===== src/rtl/prog_loader.sv =====
// Boot-time program loader: receives a length-prefixed, XOR-checksummed byte
// stream and writes it as 32-bit words into instruction memory.
module prog_loader #(
    parameter int ADDR_W    = 8,
    parameter int MAX_WORDS = 256
) (
    input  logic              clk,
    input  logic              rst,
    input  logic              start,
    input  logic              s_valid,
    input  logic [7:0]        s_data,
    output logic              s_ready,
    output logic              imem_we,
    output logic [ADDR_W-1:0] imem_addr,
    output logic [31:0]       imem_wdata,
    output logic              core_rst,
    output logic              busy,
    output logic              done,
    output logic              err
);

    typedef enum logic [2:0] {
        S_IDLE,
        S_LEN_LO,
        S_LEN_HI,
        S_DATA,
        S_CHK,
        S_DONE,
        S_ERR
    } state_e;

    state_e state_q, state_d;

    logic [15:0]       len_q;
    logic [ADDR_W-1:0] word_idx_q;
    logic [1:0]        byte_idx_q;
    logic [7:0]        xor_q;
    logic [23:0]       buf_q;
    logic              we_q;
    logic [ADDR_W-1:0] addr_q;
    logic [31:0]       wdata_q;

    logic        accept;
    logic        take_start;
    logic        last_word;
    logic [15:0] len_n;

    assign accept     = s_valid && s_ready;
    assign take_start = start && (state_q inside {S_IDLE, S_DONE, S_ERR});
    assign len_n      = {s_data, len_q[7:0]};
    assign last_word  = (32'(word_idx_q) + 32'd1) == 32'(len_q);

    always_ff @(posedge clk or negedge rst) begin
        if (!rst) begin
            state_q <= S_IDLE;
        end else begin
            state_q <= state_d;
        end
    end

    always_comb begin
        state_d = state_q;
        unique case (state_q)
            S_IDLE, S_DONE, S_ERR: begin
                if (start) state_d = S_LEN_LO;
            end
            S_LEN_LO: begin
                if (accept) state_d = S_LEN_HI;
            end
            S_LEN_HI: begin
                if (accept) begin
                    if (len_n == 16'd0)                      state_d = S_CHK;
                    else if (32'(len_n) > 32'(MAX_WORDS))    state_d = S_ERR;
                    else                                     state_d = S_DATA;
                end
            end
            S_DATA: begin
                if (accept && byte_idx_q == 2'd3 && last_word) state_d = S_CHK;
            end
            S_CHK: begin
                if (accept) state_d = (s_data == xor_q) ? S_DONE : S_ERR;
            end
            default: state_d = S_IDLE;
        endcase
    end

    always_comb begin
        s_ready  = 1'b0;
        busy     = 1'b0;
        done     = 1'b0;
        err      = 1'b0;
        core_rst = 1'b1;
        unique case (state_q)
            S_LEN_LO, S_LEN_HI, S_DATA, S_CHK: begin
                s_ready = 1'b1;
                busy    = 1'b1;
            end
            S_DONE:  begin
                done     = 1'b1;
                core_rst = 1'b0;
            end
            S_ERR:   err = 1'b1;
            default: ;
        endcase
    end

    // Word write is registered so the strobe lands in the cycle after the 4th byte.
    always_ff @(posedge clk or negedge rst) begin
        if (!rst) begin
            len_q      <= '0;
            word_idx_q <= '0;
            byte_idx_q <= '0;
            xor_q      <= '0;
            buf_q      <= '0;
            we_q       <= 1'b0;
            addr_q     <= '0;
            wdata_q    <= '0;
        end else begin
            we_q <= 1'b0;
            if (take_start) begin
                word_idx_q <= '0;
                byte_idx_q <= '0;
                xor_q      <= '0;
            end else if (accept) begin
                unique case (state_q)
                    S_LEN_LO: len_q[7:0]  <= s_data;
                    S_LEN_HI: len_q[15:8] <= s_data;
                    S_DATA: begin
                        xor_q      <= xor_q ^ s_data;
                        byte_idx_q <= byte_idx_q + 2'd1;
                        unique case (byte_idx_q)
                            2'd0: buf_q[7:0]   <= s_data;
                            2'd1: buf_q[15:8]  <= s_data;
                            2'd2: buf_q[23:16] <= s_data;
                            default: begin
                                we_q    <= 1'b1;
                                addr_q  <= word_idx_q;
                                wdata_q <= {s_data, buf_q};
                                if (!last_word) word_idx_q <= word_idx_q + 1'b1;
                            end
                        endcase
                    end
                    default: ;
                endcase
            end
        end
    end

    assign imem_we    = we_q;
    assign imem_addr  = addr_q;
    assign imem_wdata = wdata_q;

endmodule


===== config.mk =====
export PLATFORM = sky130hd
export DESIGN_NAME = prog_loader
export DESIGN_NICKNAME = d
export VERILOG_FILES = /design/src/rtl/prog_loader.sv
export SDC_FILE = /design/constraint.sdc
export NUM_CORES = 1
export LEC_CHECK = 0
export CORE_MARGIN = 2
export CORE_UTILIZATION = 35
export DETAILED_ROUTE_END_ITERATION = 6
export PLACE_DENSITY = 0.54
export SYNTH_ARGS = -nofsm -noshare
export SYNTH_HDL_FRONTEND = slang
export SYNTH_SLANG_ARGS = --single-unit
export TNS_END_PERCENT = 100

===== constraint.sdc =====
create_clock -name clk -period 2.6 [get_ports clk]
set_clock_uncertainty 0.2 [all_clocks]
set_input_delay 0.65 -clock clk [delete_from_list [all_inputs] [get_ports clk]]
set_output_delay 0.65 -clock clk [all_outputs]
set_load 0.03 [all_outputs]

==> impl_metrics.ini <==
[worst_setup_path]
crit_chain = and4_1 > a21oi_1 > or4b_4 > a2111oi_4 > buf_6 > nor2_4 > a221o_1
reg2reg_depth = 7
crit_slowest_cell = or4b_4
path_class = flip-flop to flip-flop
crit_required_ps = 2630
crit_family = simple AND/OR/NAND/NOR gates
cp_num_buf_inv = 1
end_kind = flip-flop
reg2reg_slack_ps = -30
start_kind = flip-flop
crit_arrival_ps = 2670
cp_max_fo = 8
crit_cells = 7
slowest_delay_ps = 580

[synth]
ys_seq_elements = 102
synthCells = 465
synth_fp_nets = 482
synth-adder-area-share = 0.0131
synth_top_family_by_area = simple AND/OR/NAND/NOR gates
synth-edff-count = 0
synth_compound_area_frac = 0.0638
ys.flop_type = dfrtp_1
muxShareOfSynthArea = 0.105
yosys.area_share.simple = 0.199
synth-warning-count = 0
yosysSeqAreaShare = 0.535
ys_types = 54
async_flop_share = 1.00
syn_area_um2 = 4770
synth_xor_area_frac = 0.0512
avgSynthCellArea_um2 = 10.3

[power_and_ir_drop]
power.internal_w = 0.00420
p_sw_frac = 0.355
p_leak_nw = 2.88
max-vdd-ir-drop_uv = 497
p_per_area_nw_per_um2 = 1060
power_frac_clock = 0.228
p_comb_frac = 0.374
p_sw_w = 0.00232
power_frac_seq = 0.398

[hold_path]
hold_class = input port to async pin

[place]
port-buffer-count = 57
place.gp.congestion = 0.816
dpl.cell_count = 709
hpwl_mm = 7.62

[sta]
fmax_mhz = 380
fin_crit_ps = 2630
worstMarginPinSlew_ps = 550
setup_viol = 6
slew_viol_final = 0
slew_headroom = 0.633
rsz0062_at_grt = true
hold_viol_final = 0
final.setup.worst_slack_ps = -32.9
fin_crit_sh = 1.01

[global_route]
grt_pass1_wl_mm = 19.4
gr-total-overflow = 0
antenna_found_initial = 0
grtUsageTotal = 0.171
grt_util_met1 = 0.229
grt_use_met3 = 0.0373
grt_pass1_vias = 3754
grt_most_used_layer = met2
globalRouteMet2Util = 0.278
grt_max_degree = 103

[flow_run]
drv_cap = 0

[cts]
cts_root_buf = clkbuf_16
htreeDepth = 3
cts_tree = done
numCtsBuffers = 9
postCtsHoldBufs = 0
clk_pin_slew_ps = 70
clockBufferDepth = 2
cts.sinks = 102
clk_latency_ps = 350

[drt]
viasPerCell = 4.85
drtAntennaViolNets = 0
drtPass1Iterations = 4
vias = 3527
routed_wl_mm = 11.2
wl_per_cell_um = 15.5
route.detailed.drc = 0
drt-initial-drc-count = 192

[final_layout]
n_antenna_cell = 0
stdcell_count = 727
finish.utilization = 0.463
area_growth_pct = 29.1
drive_gt1_frac = 0.227
fin_nets = 563

[run_status]
status = finished with violations
violations = setup timing

[die]
die_area_um2 = 14600
core_um2 = 13300
io-pin-count = 58
start_util = 0.359
die_h_um = 121
rows = 42
die_width_um = 121
==> metrics by stage <==
stage / worst slack [ps] / power [W] / setup TNS, ps / hold slack [ps] / area (µm²)
6_report: -32.9 / 0.00651 / -123 / 143 / 6150
3_5_place_dp: -141 / 0.00505 / -853 / 250 / 5770
5_1_grt: -147 / 0.00694 / -1050 / 197 / 6150
3_3_place_gp: -118 / 0.00500 / -658 / 245 / 5770
4_1_cts: -23.6 / 0.00659 / -45.5 / 188 / 6140
2_1_floorplan: -2.76 / 0.00414 / -2.76 / 154 / 4780
==> cells in the mapped netlist (all sizes together) (2+ instances only) <==
cell type	number	area share
o211a	2	0.0042
or4	3	0.0047
nor2	24	0.020
a2111oi	2	0.0076
mux2	41	0.097
nand2b	2	0.0026
o21ai	6	0.0063
inv	6	0.0047
dfrtp	102	0.54
and3	2	0.0026
xor2	21	0.040
a221o	6	0.013
a21oi	14	0.017
nand2	140	0.11
nor3	4	0.0042
nor4b	3	0.0081
o211ai	2	0.0031
and4	2	0.0042
mux2i	4	0.0084
clkbuf	22	0.018
or2	2	0.0026
nand3	8	0.0094
nand4	2	0.0026
nor4	6	0.0079
buf	9	0.010
ha	5	0.013
nor2b	3	0.0039
nand3b	4	0.0063
xnor2	6	0.011
==> path summary, 6_finish.rpt <==
path / from / end
max in group asynchronous: rst / word_idx_q[2]
hold reg to reg: buf_q[14] / imem_wdata[14]
setup / recovery: word_idx_q[3] / word_idx_q[6]
setup reg to reg: word_idx_q[3] / word_idx_q[6]
min in group clk: buf_q[14] / imem_wdata[14]
hold / removal: rst / imem_wdata[5]
==> kinds of logic (layout without fill, tap and decap cells) <==
kind of cell	count (synthesis)	in the layout
AO/OA/AOI/OAI	39	39
AND/OR/NAND/NOR	210	210
XOR/XNOR	27	27
adder cells (fa/ha/maj)	5	5
buffers and inverters	37	123
flip-flops	102	102
multiplexers	45	45
==> layout make-up <==
type | instances | area (µm²)
clock buffers | 10 | 239
clock inverters | 6 | 92.6
fillers | 1263 | 7140
inverters | 6 | 22.5
multi-input cells | 326 | 2090
flip-flops and latches | 102 | 2560
well taps | 176 | 220
repair buffers | 101 | 927
==> repair_timing <==
action / 4_1_cts / 5_1_grt
setup buffers: 2 / 0
gates resized for setup: 7 / 6
setup endpoints to repair: 10 / 12
cloned: 0 / 0
pin swaps: 2 / 1
==> cell usage in the layout (no fill, tap or decap), types with 6 or more instances in the layout <==
master	n
a221o_1	6
clkdlybuf4s50_1	52
mux2_2	41
clkbuf_16	9
nand2_1	140
nor2_1	22
buf_4	43
dfrtp_1	97
a21oi_1	13
nand3_1	7
xor2_1	20
==> state kept, by name (all words and copies together), names as in the netlist <==
| register | flops |
|---|---|
| state_q | 3 |
| xor_q | 8 |
| imem_addr | 8 |
| imem_we | 1 |
| len_q | 16 |
| buf_q | 24 |
| imem_wdata | 32 |
| byte_idx_q | 2 |
| word_idx_q | 8 |
==> power groups by stage <==
stage	Sequential (W)	Clock [W]	Combinational, W
global placement	0.00259	0	0.00241
floorplan	0.00286	0	0.00128
global route	0.00268	0.00160	0.00266
CTS	0.00260	0.00153	0.00246
detailed placement	0.00261	0	0.00245
finish	0.00259	0.00149	0.00244
==> per-layer routing <==
layer | share of wire | vias up | wire, µm
li1 | - | 1710 | -
met1 | 0.48 | 1753 | 5360
met2 | 0.48 | 51 | 5400
met3 | 0.028 | 13 | 315
met4 | 0.015 | 0 | 169
met5 | 0 | - | 0
Note: power is estimated with default switching activity, not from simulation.
